**src/rtl/sys_array_host.sv**
```systemverilog
// Host-side sequencer for sys_array_fetcher: packs streamed A/B matrices, runs the
// load/start handshake, captures the result matrix and drains it as a stream.
module sys_array_host #(
  parameter int DATA_WIDTH = 8,
  parameter int ARRAY_W    = 5,
  parameter int ARRAY_L    = 2,
  parameter int GAP_CYCLES = 6,
  parameter int START_HOLD = 6
) (
  input  logic                                                   clk,
  input  logic                                                   reset_n,
  input  logic                                                   in_valid,
  output logic                                                   in_ready,
  input  logic [DATA_WIDTH-1:0]                                  in_data,
  output logic                                                   out_valid,
  input  logic                                                   out_ready,
  output logic [2*DATA_WIDTH-1:0]                                out_elem,
  output logic                                                   out_last,
  output logic                                                   busy,
  output logic                                                   load_params,
  output logic                                                   start_comp,
  output logic [0:ARRAY_W-1][0:ARRAY_L-1][DATA_WIDTH-1:0]        input_data_a,
  output logic [0:ARRAY_W-1][0:ARRAY_L-1][DATA_WIDTH-1:0]        input_data_b,
  input  logic                                                   ready,
  input  logic [0:ARRAY_W-1][0:ARRAY_W-1][2*DATA_WIDTH-1:0]      out_data
);

  localparam int EW   = 2 * DATA_WIDTH;
  localparam int NAB  = ARRAY_W * ARRAY_L;
  localparam int NRES = ARRAY_W * ARRAY_W;
  localparam int AW   = (NAB > 1) ? $clog2(NAB) : 1;
  localparam int RW   = (NRES > 1) ? $clog2(NRES) : 1;
  localparam int TMAX = (GAP_CYCLES > START_HOLD) ? GAP_CYCLES : START_HOLD;
  localparam int TW   = $clog2(TMAX + 1);

  localparam logic [AW-1:0] LAST_AB   = AW'(NAB - 1);
  localparam logic [RW-1:0] LAST_RES  = RW'(NRES - 1);
  localparam logic [TW-1:0] LAST_GAP  = TW'(GAP_CYCLES - 1);
  localparam logic [TW-1:0] LAST_HOLD = TW'(START_HOLD - 1);

  typedef enum logic [3:0] {
    ST_IDLE       = 4'd0,
    ST_LOAD_A     = 4'd1,
    ST_LOAD_B     = 4'd2,
    ST_LOAD_PULSE = 4'd3,
    ST_GAP        = 4'd4,
    ST_START      = 4'd5,
    ST_WAIT_RDY   = 4'd6,
    ST_CAPTURE    = 4'd7,
    ST_DRAIN      = 4'd8
  } state_t;

  state_t                  state_r, next_s;
  logic [AW-1:0]           ab_cnt_r;
  logic [RW-1:0]           res_cnt_r;
  logic [TW-1:0]           timer_r;
  logic [NAB*DATA_WIDTH-1:0] a_r, b_r;
  logic [NRES*EW-1:0]      buffer_r;
  logic                    in_ready_r, out_valid_r, out_last_r, busy_r, load_params_r, start_comp_r;
  logic                    in_ready_s, out_valid_s, busy_s, load_params_s, start_comp_s;
  logic                    accept_s, drain_hs_s;

  assign accept_s   = in_valid && in_ready_r;
  assign drain_hs_s = out_valid_r && out_ready;

  // Next-state selection
  always_comb begin
    next_s = state_r;
    case (state_r)
      ST_IDLE:       next_s = ST_LOAD_A;
      ST_LOAD_A:     if (accept_s && (ab_cnt_r == LAST_AB)) next_s = ST_LOAD_B; else next_s = state_r;
      ST_LOAD_B:     if (accept_s && (ab_cnt_r == LAST_AB)) next_s = ST_LOAD_PULSE; else next_s = state_r;
      ST_LOAD_PULSE: next_s = ST_GAP;
      ST_GAP:        if (timer_r == LAST_GAP) next_s = ST_START; else next_s = state_r;
      ST_START:      if (timer_r == LAST_HOLD) next_s = ST_WAIT_RDY; else next_s = state_r;
      ST_WAIT_RDY:   if (ready) next_s = ST_CAPTURE; else next_s = state_r;
      ST_CAPTURE:    next_s = ST_DRAIN;
      ST_DRAIN:      if (drain_hs_s && (res_cnt_r == LAST_RES)) next_s = ST_LOAD_A; else next_s = state_r;
      default:       next_s = ST_IDLE;
    endcase
  end

  // Control outputs decoded from the upcoming state so they can be registered
  always_comb begin
    in_ready_s    = 1'b0;
    out_valid_s   = 1'b0;
    busy_s        = 1'b0;
    load_params_s = 1'b0;
    start_comp_s  = 1'b0;
    case (next_s)
      ST_LOAD_A, ST_LOAD_B:             in_ready_s = 1'b1;
      ST_LOAD_PULSE: begin
        load_params_s = 1'b1;
        busy_s        = 1'b1;
      end
      ST_GAP, ST_WAIT_RDY, ST_CAPTURE:  busy_s = 1'b1;
      ST_START: begin
        start_comp_s = 1'b1;
        busy_s       = 1'b1;
      end
      ST_DRAIN: begin
        out_valid_s = 1'b1;
        busy_s      = 1'b1;
      end
      default:                          busy_s = 1'b0;
    endcase
  end

  // State register
  always_ff @(posedge clk or negedge reset_n) begin
    if (!reset_n) state_r <= ST_IDLE;
    else          state_r <= next_s;
  end

  // Registered control outputs
  always_ff @(posedge clk or negedge reset_n) begin
    if (!reset_n) begin
      in_ready_r    <= 1'b0;
      out_valid_r   <= 1'b0;
      busy_r        <= 1'b0;
      load_params_r <= 1'b0;
      start_comp_r  <= 1'b0;
    end else begin
      in_ready_r    <= in_ready_s;
      out_valid_r   <= out_valid_s;
      busy_r        <= busy_s;
      load_params_r <= load_params_s;
      start_comp_r  <= start_comp_s;
    end
  end

  // Counters, matrix packing and result buffer; the buffer shifts so its top slot is the live element
  always_ff @(posedge clk or negedge reset_n) begin
    if (!reset_n) begin
      ab_cnt_r   <= '0;
      res_cnt_r  <= '0;
      timer_r    <= '0;
      a_r        <= '0;
      b_r        <= '0;
      buffer_r   <= '0;
      out_last_r <= 1'b0;
    end else begin
      case (state_r)
        ST_LOAD_A, ST_LOAD_B: begin
          timer_r <= '0;
          if (accept_s) begin
            if (state_r == ST_LOAD_A) a_r[(NAB - 1 - int'(ab_cnt_r)) * DATA_WIDTH +: DATA_WIDTH] <= in_data;
            else                      b_r[(NAB - 1 - int'(ab_cnt_r)) * DATA_WIDTH +: DATA_WIDTH] <= in_data;
            ab_cnt_r <= (ab_cnt_r == LAST_AB) ? '0 : ab_cnt_r + AW'(1);
          end
        end
        ST_GAP, ST_START: timer_r <= (next_s == state_r) ? timer_r + TW'(1) : '0;
        ST_CAPTURE: begin
          buffer_r   <= out_data;
          res_cnt_r  <= '0;
          out_last_r <= (LAST_RES == '0);
        end
        ST_DRAIN: begin
          if (drain_hs_s) begin
            buffer_r   <= buffer_r << EW;
            res_cnt_r  <= (res_cnt_r == LAST_RES) ? '0 : res_cnt_r + RW'(1);
            out_last_r <= ((res_cnt_r + RW'(1)) == LAST_RES);
          end
        end
        default: begin
          ab_cnt_r   <= '0;
          timer_r    <= '0;
          out_last_r <= 1'b0;
        end
      endcase
    end
  end

  assign in_ready     = in_ready_r;
  assign out_valid    = out_valid_r;
  assign out_last     = out_last_r;
  assign busy         = busy_r;
  assign load_params  = load_params_r;
  assign start_comp   = start_comp_r;
  assign out_elem     = buffer_r[NRES*EW-1 -: EW];
  assign input_data_a = a_r;
  assign input_data_b = b_r;

endmodule

```
**config.mk**
```make
export PLATFORM = sky130hd
export DESIGN_NAME = sys_array_host
export DESIGN_NICKNAME = d
export VERILOG_FILES = /design/src/rtl/sys_array_host.sv
export SDC_FILE = /design/constraint.sdc
export NUM_CORES = 1
export LEC_CHECK = 0
export BUFFER_PORTS_ARGS = -buffer_cell sky130_fd_sc_hd__buf_2
export CORE_MARGIN = 3
export CORE_UTILIZATION = 44
export CTS_BUF_LIST = sky130_fd_sc_hd__clkbuf_4 sky130_fd_sc_hd__clkbuf_8 sky130_fd_sc_hd__clkbuf_16
export DETAILED_ROUTE_END_ITERATION = 8
export PLACE_DENSITY_LB_ADDON = 0.08
export SLEW_MARGIN = 20
export SYNTH_ARGS = -nofsm -noshare
export SYNTH_HDL_FRONTEND = slang
export SYNTH_SLANG_ARGS = --single-unit
```
**constraint.sdc**
```tcl
create_clock -name clk -period 7.85 [get_ports clk]
set_clock_uncertainty 0.2 [all_clocks]
set_input_delay 0.785 -clock clk [delete_from_list [all_inputs] [get_ports clk]]
set_output_delay 0.785 -clock clk [all_outputs]
set_load 0.01 [all_outputs]
```
[Word-level counts from Yosys, hierarchy flattened]
Index checks and enable logic that the tools add are counted.
Operators by class
  add/subtract/negate cells: 5
  eq/ne operators: 23
  shift-type cells: 2
  mux-type cells: 26
  bitwise operators: 3
  reductions and logical operators: 18
Operators with widths (number)
  $pmux 400 s2: 1
  $mux 400: 1
  $bwmux 80: 2
  $shift 8x33->80 const A: 1
  $shiftx 8x33->80: 1
  $pmux 4 s9: 1
  $neg 8->33: 1
  $eq 4x3->1 const B: 8
  $mux 4: 8
  $eq 4x2->1 const B: 4
  $eq 4x4->1 const B: 3
  $eq 5x5->1 const B: 2
  $mux 5: 2
  $pmux 5 s2: 1
  $eq 4x1->1 const B: 2
  $pmux 4 s2: 1
  $reduce_or 2->1: 4
  $reduce_or 4->1: 2
  $mux 1: 6
  $pmux 3 s2: 1
  $reduce_and 2->1: 3
  $reduce_and 3->1: 2
  $reduce_or 6->1: 1
  $add 5x1->5 const B: 1
  other kinds (12): 18
Storage, ports and cells
  register bits: 582
  input bits: 413
  output and inout bits: 182
  word-level logic and storage cells: 90

[Longest topological paths before layout]
Gate-level depths: netlist of run 1.
  depth after elaboration: 7
  gate-level depth with buffers: 13
  gate-level depth less buffers: 11

[Worst setup path before layout of run 1]
Ideal clock, no wire load.
  path kind: flip-flop to flip-flop
  start: register ab_cnt_r[1]
  end: register a_r[72], in the netlist input_data_a[72]
  library setup time: 125 ps
  arrival time: 3698 ps
  required time: 7525 ps
  path slack: 3828 ps
  stages on the path, launching flop included: 14
  path buffers: 2
  clock period less this slack: 4022 ps
  cell sequence: dfrtp_1 -> inv_1 -> ha_1 -> ha_1 -> and3b_1 -> buf_2 -> nand2_1 -> inv_1 -> ha_1 -> or4b_4 -> buf_6 -> or3_4 -> a2111oi_4 -> mux2_2
On the way
  word-level cells in the longest chain between the ends: 4
  elaborated cells on any way between the ends: 5
  classes of those cells: add/sub (2); shift (2); mux (1)
Ends and longest elaborated chain
  start: declaration: RTL line 54  | logic [AW-1:0] ab_cnt_r;
  start signal: assignment: RTL line 149  | ab_cnt_r <= (ab_cnt_r == LAST_AB) ? '0 : ab_cnt_r + AW'(1);
  $sub 4x4->5 *: RTL line 147  | if (state_r == ST_LOAD_A) a_r[(NAB - 1 - int'(ab_cnt_r)) * DATA_WIDTH +: DATA_WIDTH] <= in_data;
  $neg 8->33 *: RTL line 147
  $shiftx 8x33->80 or $shift 8x33->80 (tied branches): RTL line 147
  $bwmux 80 *: RTL line 147
  end signal: indexed assignment: RTL line 147
  end: declaration: RTL line 57  | logic [NAB*DATA_WIDTH-1:0] a_r, b_r;
Mark *: on every way between the ends. The rest lies on a longest branch, timed or not.
A chain may end at the register's enable or synchronous reset.

[Final worst setup path of run 1]
  start: register ab_cnt_r[1]
  end: register a_r[73], in the netlist input_data_a[73]
Same word-level chain as after synthesis.

==> reports/results.tsv, run 1 <==
stage	metric	value	unit
layout	commonest non-fill, non-tap cell in the layout	nand2_1	
pwr	Leakage	14.54	nW
clock_tree	post-CTS sizing	0	
routing	First-pass DRT Iterations	5	
pwr	switching pwr	2.684	mW
routing	highest routing layer actually used	met5	
synthesis	Seq cells post-synth	582	
clock_tree	CTS Buffer Depth	3	
clock_tree	CTS Hold Buffers Added	0	
floorplan	Starting Density	44.68	%
clock_tree	H-tree Lvls	2	
routing	DRC	0	
clock_tree	Clk pin slew, worst setup/hold paths	0.06	ns
critical_path	Crit path arrival time	5.03	ns
clock_tree	Num CTS Buffers	61	
clock_tree	clock network latency to the later pin of the worst-skew pair	0.61	ns
place	Detail Placement HPWL	56.37	mm
routing	initial drt markers	1780	
place	gpl congestion	0.8804	
timing	Setup-failing EPs final	0	
synthesis	Post-Syn Area per Cell	9.441	µm²
synthesis	Syn Inst Count	2746	
critical_path	Worst R2R Setup Slack	3.12	ns
job	Max-cap violations	0	
place	pre-CTS setup slack	3.144	ns
worst_hold_path	worst min-delay path class	in2async	
timing	crit share post-route	60.31	%
place	dpl cell area	0.02927	mm²
floorplan	Core Area	0.05803	mm²
place	IO buf count	594	
status	failing checks	negative hold slack	
critical_path	CP startpoint kind	flip-flop	
layout	most frequent cells in the layout	821 x nand2_1, 593 x buf_2, 582 x dfrtp_1	
timing	WHS	-0.001353	ns
global_route	initial antenna violation count	37	
routing	wl on met1	34.00	mm
clock_tree	clock sinks	582	
pwr	VDD IR max	257.8	µV
routing	WL/cell	19.71	µm
pwr	Comb pwr share	22.6	%
timing	final hold vios	2	
timing	Max-slew headroom	27.55	%
pwr	switching part of the total power	31.40	%
synthesis	synth warn	0	
timing	min Tclk post-route	4.735	ns
timing	RSZ-0062 raised after global routing	false	
critical_path	Worst R2R Path Depth	11	
synthesis	mapped cell area	0.02593	mm²
global_route	largest net degree at the start of global routing	196	
layout	Final Core Density	54.17	%
pwr	Seq pwr share	42.8	%
timing	worst slew pin tran	1.087	ns
layout	P&R area growth vs syn	21.23	%
floorplan	Die Wd	248.7	µm
global_route	first-pass GRT wire length	124.5	mm
synthesis	Yosys cell types	59	
pwr	Internal	5.863	mW
timing	final worst slack	3.115	ns
routing	Total Wirelength	79.90	mm
pwr	PwrDens	271.9	mW/mm²
routing	antenna-violating nets left	0	
critical_path	r2r endpoint	input_data_a[73]	
global_route	grt ovf	0	
routing	metal2 WL	39.13	mm
clock_tree	CTS tree	built	
routing	via/cell ratio	5.319	
floorplan	Die ar.	0.06187	mm²
critical_path	Worst EP required	8.14	ns
critical_path	critical path peak fanout	20	
layout	share of cells above drive strength 1	25.29	%
global_route	GRT Total Usage	25.18	%
clock_tree	clock root cell	clkbuf_16	
floorplan	die height	248.7	µm
synthesis	number of synthesized flops with an enable pin	0	
synthesis	sequential area share after synthesis	56.17	%
layout	design area	0.03143	mm²
floorplan	row count	88	
critical_path	reg2reg start	ab_cnt_r[1]	
pwr	Clk pwr share	34.6	%
timing	Slew Viols, Final	0	
status	status	finished, violations left	
synthesis	top_reg_cell synth	dfrtp_1	
synthesis	Async S/R FF share, synth	100.0	%
critical_path	critical path class	reg2reg	
timing	setup TNS	0	ns
clock_tree	Post-CTS Setup Repair Bufs	0	
layout	Final #Nets	3645	
global_route	vias in the first global route	21611	
timing	Max Clk Rate	0.2112	GHz
critical_path	Setup crit end kind	flip-flop	
routing	vias post-DR	21558	
synthesis	syn_nets	3176	
routing	met3 routed WL	4.579	mm
floorplan	io pins	595	
-- worst max-delay path, cell delays in order (launching register included) --
cell	delay (ns)
dfrtp_1	0.42
inv_1	0.10
ha_1	0.21
ha_1	0.33
and3b_1	0.41
nand2_1	0.13
inv_1	0.10
ha_1	0.44
or4b_4	0.72
or3_4	0.44
a2111oi_4	0.68
mux2_2	0.41
-- power groups by stage --
stage / clock network, mW / registers [mW] / logic [mW]
after detailed placement: 0 / 3.71 / 1.93
after global placement: 0 / 3.69 / 1.88
after global routing: 3.15 / 3.71 / 2.10
final: 2.96 / 3.66 / 1.93
after floorplan: 0 / 3.68 / 1.22
after CTS: 3.02 / 3.66 / 1.94
-- per-layer routing --
| layer | track usage [%] | up-vias |
|---|---|---|
| li1 | - | 10227 |
| met1 | 33.32 | 10617 |
| met2 | 41.32 | 560 |
| met3 | 5.293 | 128 |
| met4 | 8.671 | 26 |
| met5 | 0 | - |
-- registers in the layout, indices dropped and copies added (netlist names) --
| signal | cells |
|---|---|
| input_data_b | 80 |
| busy | 1 |
| in_ready | 1 |
| buffer_r | 400 |
| timer_r | 3 |
| state_r | 4 |
| res_cnt_r | 5 |
| out_valid | 1 |
| out_last | 1 |
| start_comp | 1 |
| input_data_a | 80 |
| ab_cnt_r | 4 |
| load_params | 1 |
-- logic make-up after synthesis --
logic type	after synthesis	share of synthesized area [%]
flops	582	56.17
compound gates	448	10.90
simple gates	1303	21.02
buf+inv	226	3.764
mux	163	7.080
fa+ha+maj	17	0.8204
xor+xnor	7	0.2365
-- metrics by stage --
stage	cells	total power, mW
2_1_floorplan	2746	4.902
3_3_place_gp	3916	5.575
3_5_place_dp	3916	5.638
4_1_cts	4026	8.618
5_1_grt	4049	8.959
6_report	4053	8.547
-- layout make-up --
type	instances	area (µm²)
clock inverter	23	229.0
fill	5420	26590
tap	765	957.2
antenna	26	65.06
clock buffer	87	1838
multi-input combinational	1938	10430
inverter	10	37.54
timing repair buffer	622	3313
sequential	582	14560
-- worst max path at each step --
stage,start,endpoint,slack [ns],cells past startpoint
2_1_floorplan,ab_cnt_r[1],input_data_a[72],3.83,13
4_1_cts,ab_cnt_r[1],input_data_a[73],3.12,11
6_report,ab_cnt_r[1],input_data_a[73],3.12,11
3_5_place_dp,ab_cnt_r[1],input_data_a[73],3.14,11
3_3_place_gp,ab_cnt_r[1],input_data_a[77],3.28,11
5_1_grt,ab_cnt_r[1],input_data_b[73],2.85,11
-- cell usage after synthesis (2+ instances only) --
cell | number | share of area, %
xnor2_1 | 3 | 0.10
buf_1 | 6 | 0.087
a21oi_1 | 5 | 0.097
clkbuf_1 | 150 | 2.2
nand4b_1 | 2 | 0.068
a32oi_1 | 2 | 0.068
ha_1 | 17 | 0.82
nand3_4 | 16 | 1.1
nand2b_1 | 7 | 0.17
and2_1 | 2 | 0.048
nor2b_1 | 10 | 0.24
o2bb2ai_1 | 2 | 0.068
nor4_4 | 5 | 0.41
nor4b_1 | 2 | 0.068
dfrtp_1 | 582 | 56
mux2_2 | 57 | 2.5
a2111oi_4 | 2 | 0.21
or4_1 | 2 | 0.058
nand2_1 | 821 | 12
nand3_1 | 2 | 0.039
a31oi_1 | 389 | 9.4
nor3b_1 | 13 | 0.38
nor4_1 | 3 | 0.072
inv_1 | 10 | 0.14
nand4_1 | 3 | 0.072
nor2_1 | 398 | 5.8
o211ai_1 | 2 | 0.058
o21ai_0 | 32 | 0.62
nor3_1 | 4 | 0.077
o22ai_1 | 2 | 0.048
and4b_1 | 2 | 0.077
buf_2 | 41 | 0.79
o21ai_1 | 2 | 0.039
mux2_1 | 106 | 4.6
xor2_1 | 4 | 0.14
buf_4 | 17 | 0.49
Note: power is estimated with default switching activity, not from simulation.
==> run 2, diff against run 1 <==
--- a/config.mk
+++ b/config.mk
@@ -5,6 +5,7 @@
 export SDC_FILE = /design/constraint.sdc
 export NUM_CORES = 1
 export LEC_CHECK = 0
+export ABC_AREA = 1
 export BUFFER_PORTS_ARGS = -buffer_cell sky130_fd_sc_hd__buf_2
 export CORE_MARGIN = 3
 export CORE_UTILIZATION = 44
==> constraint.sdc (replaced) <==
create_clock -name clk -period 4.79 [get_ports clk]
set_clock_uncertainty 0.2 [all_clocks]
set_input_delay 0.479 -clock clk [delete_from_list [all_inputs] [get_ports clk]]
set_output_delay 0.479 -clock clk [all_outputs]
set_load 0.01 [all_outputs]
==> reports/results.tsv, run 2 <==
stage	metric	value	unit	change
status	status	finished, final reports clean		
critical_path	CP bufs+invs	3		+1
timing	setup TNS	0	ns	unchanged
synthesis	Syn Inst Count	3051		+11%
global_route	grt peak-use layer	met2		
clock_tree	H-tree Lvls	3		+1
clock_tree	Num CTS Buffers	66		+8.2%
synthesis	top_reg_cell synth	dfrtp_1		
job	Max-cap violations	0		unchanged
layout	Finished Layout Cells	4739		+17%
clock_tree	clock root cell	clkbuf_16		
timing	final hold vios	0		-2
critical_path	critical path class	reg2reg		
global_route	vias in the first global route	25975		+20%
pwr	VDD IR max	276.2	µV	+7.1%
timing	Max Clk Rate	0.2463	GHz	+17%
synthesis	Post-Syn Area per Cell	8.601	µm²	-8.9%
critical_path	critical path's top delay family	simple AND/OR/NAND/NOR gates		
clock_tree	clock network latency to the later pin of the worst-skew pair	0.59	ns	-0.02 ns
synthesis	Seq cells post-synth	582		unchanged
layout	Top reg by flops	buffer_r		
clock_tree	post-CTS sizing	0		unchanged
worst_hold_path	worst min-delay path class	in2reg		
layout	multi-input logic area	0.01010	mm²	-3.1%
global_route	grt met2 use	48.22	%	+6.9 points
layout	Final #Nets	4349		+19%
clock_tree	CTS Hold Buffers Added	399		+399
clock_tree	CTS Buffer Depth	3		unchanged
floorplan	Starting Density	44.97	%	+0.29 points
floorplan	Die Wd	250.2	µm	+0.59%
synthesis	number of synthesized flops with an enable pin	0		unchanged
timing	WHS	0.02146	ns	+0.02281 ns
critical_path	CP startpoint kind	flip-flop		
synthesis	mapped cell area	0.02624	mm²	+1.2%
synthesis	Yosys cell types	37		-37%
floorplan	Die ar.	0.06261	mm²	+1.2%
place	gpl congestion	0.8854		+0.57%
critical_path	CP Depth	17		+6
timing	RSZ-0062 raised after global routing	false		
critical_path	Worst EP required	5.06	ns	-3.08 ns
timing	worst slew pin tran	1.058	ns	-0.02847 ns
place	IO buf count	594		unchanged
synthesis	leading post-synthesis cells by cell area	dfrtp_1 55%, nand2_1 15%, a31oi_1 8.6%		
layout	flip-flop count of the largest register after layout	400		unchanged
place	Placed Instances	4217		+7.7%
place	Detail Placement HPWL	62.74	mm	+11%
global_route	met3 Usage GRT	5.898	%	+0.60 points
layout	design area	0.03570	mm²	+14%
timing	min Tclk post-route	4.060	ns	-0.6744 ns
routing	vias post-DR	25444		+18%
pwr	Leakage	16.39	nW	+13%
critical_path	most frequent CP cell	ha_1		
synthesis	area share of the largest cell type after synthesis	55.50	%	-0.68 points
clock_tree	Clk pin slew, worst setup/hold paths	0.06	ns	about the same
routing	Total Wirelength	92.91	mm	+16%
timing	Max-slew headroom	29.45	%	+1.9 points
global_route	initial antenna violation count	6		-84%
synthesis	sequential area share after synthesis	55.50	%	-0.68 points
routing	First-pass DRT Iterations	6		+1
critical_path	Slowest cell on crit path	nor2_4		
routing	initial drt markers	2152		+21%
clock_tree	clock sinks	582		unchanged
timing	crit share post-route	84.76	%	+24 points
floorplan	die height	250.2	µm	+0.59%
global_route	GRT Total Usage	29.37	%	+4.2 points
floorplan	Core Area	0.05836	mm²	+0.57%
layout	Final Core Density	61.18	%	+7.0 points
critical_path	critical path peak fanout	30		+50%
layout	P&R area growth vs syn	36.05	%	
layout	commonest non-fill, non-tap cell in the layout	nand2_1		
floorplan	row count	88		unchanged
routing	DRC	0		unchanged
synthesis	leading area contributor after synthesis	dfrtp_1		
global_route	grt ovf	0		unchanged
worst_hold_path	hold depth	3		
place	dpl cell area	0.02943	mm²	+0.56%
critical_path	crit-path cells	inv_1 > ha_1 > ha_1 > inv_1 > nand3_1 > nor2_1 > ha_1 > inv_4 > nand2_2 > nor2_2 > nand3_2 > nand2_4 > nand4_4 > nor2_4 > nand3_1 > nand2_1 > nand2_1		
routing	antenna-violating nets left	0		unchanged
critical_path	Worst R2R Path Depth	17		+6
pwr	PwrDens	406.7	mW/mm²	+50%
routing	WL/cell	19.61	µm	-0.55%
floorplan	io pins	595		unchanged
global_route	met1 Use GR	37.83	%	+4.5 points
synthesis	most frequent cell after synthesis	nand2_1		
synthesis	syn_nets	3481		+9.6%
routing	via/cell ratio	5.369		+0.94%
synthesis	Async S/R FF share, synth	100.0	%	unchanged
timing	Slew Viols, Final	0		unchanged
critical_path	Setup crit end kind	flip-flop		
layout	Seq. cell area	0.01456	mm²	unchanged
layout	most frequent cells in the layout	1057 x nand2_1, 593 x buf_2, 582 x dfrtp_1		
critical_path	Crit path arrival time	4.33	ns	-0.70 ns
clock_tree	CTS tree	built		
global_route	largest net degree at the start of global routing	209		+6.6%
global_route	first-pass GRT wire length	146.3	mm	+17%
synthesis	synth warn	0		unchanged
timing	Setup-failing EPs final	0		unchanged
layout	share of cells above drive strength 1	20.36	%	-4.9 points
clock_tree	Post-CTS Setup Repair Bufs	0		unchanged
synthesis	Commonest cells post-synth	1057 x nand2_1, 582 x dfrtp_1, 391 x nor2_1		
critical_path	critical path's largest stage delay	0.59	ns	-0.13 ns
layout	fillers	5067		-6.5%
## run 2: area by class of cell
class,instances,share of cell area (%)
diodes,6,0.04205
clock buffers,106,6.028
flip-flops and latches,582,40.79
multi-input cells,2149,28.29
clock inverters,11,0.3154
well taps,765,2.681
repair buffers,1033,20.91
inverters,87,0.9427
## run 2: per-layer routing
metal	wire length (µm)	share of wire [%]
met1	38110	41
met2	44340	48
met3	6045	6.5
met4	4399	4.7
met5	13	0.014
## run 2: per-stage QoR
| step | worst slack (ns) | power [mW] |
|---|---|---|
| floorplan | 1.704 | 7.822 |
| global route | 0.4508 | 15.20 |
| finish | 0.7298 | 14.52 |
| CTS | 0.7476 | 14.60 |
| global placement | 0.9215 | 9.018 |
| detailed placement | 0.7275 | 9.101 |
## run 2: logic make-up (layout without fill, tap and decap cells)
logic type / Yosys count / count (layout) / synth area share [%]
xor gates and xnor gates: 6 / 6 / 0.2289
DFF: 582 / 582 / 55.50
adders and majority gates: 17 / 17 / 0.8105
and+or+nand+nor: 1605 / 1605 / 24.97
other: 0 / 6 / 0
AOI/OAI and AO/OA: 521 / 521 / 12.39
buffers and inverters: 320 / 1237 / 6.103
## run 2: worst paths after layout
kind	slack [ns]	from	endpoint
setup / recovery	0.73	ab_cnt_r[1]	input_data_b[15]
min in group asynchronous	0.30	reset_n	buffer_r[397]
hold / removal	0.02	ready	state_r[0]
hold reg to reg	0.28	out_last	out_last
setup reg to reg	0.73	ab_cnt_r[1]	input_data_b[15]
max in group asynchronous	2.88	reset_n	buffer_r[383]
## run 2: where the power goes
part           total [mW]  switching [mW]  internal, mW
clock                5.22            2.04          3.18
sequential           5.70           0.313          5.38
combinational        3.60            2.43          1.18
## run 2: worst register-to-register path, stage by stage (launching register included)
cell	delay, ns
dfrtp_1	0.37
inv_1	0.11
ha_1	0.23
ha_1	0.31
inv_1	0.07
nand3_1	0.09
nor2_1	0.25
ha_1	0.42
inv_4	0.16
nand2_2	0.06
nor2_2	0.10
nand3_2	0.08
nand2_4	0.10
nand4_4	0.12
nor2_4	0.60
nand3_1	0.45
nand2_1	0.18
nand2_1	0.08
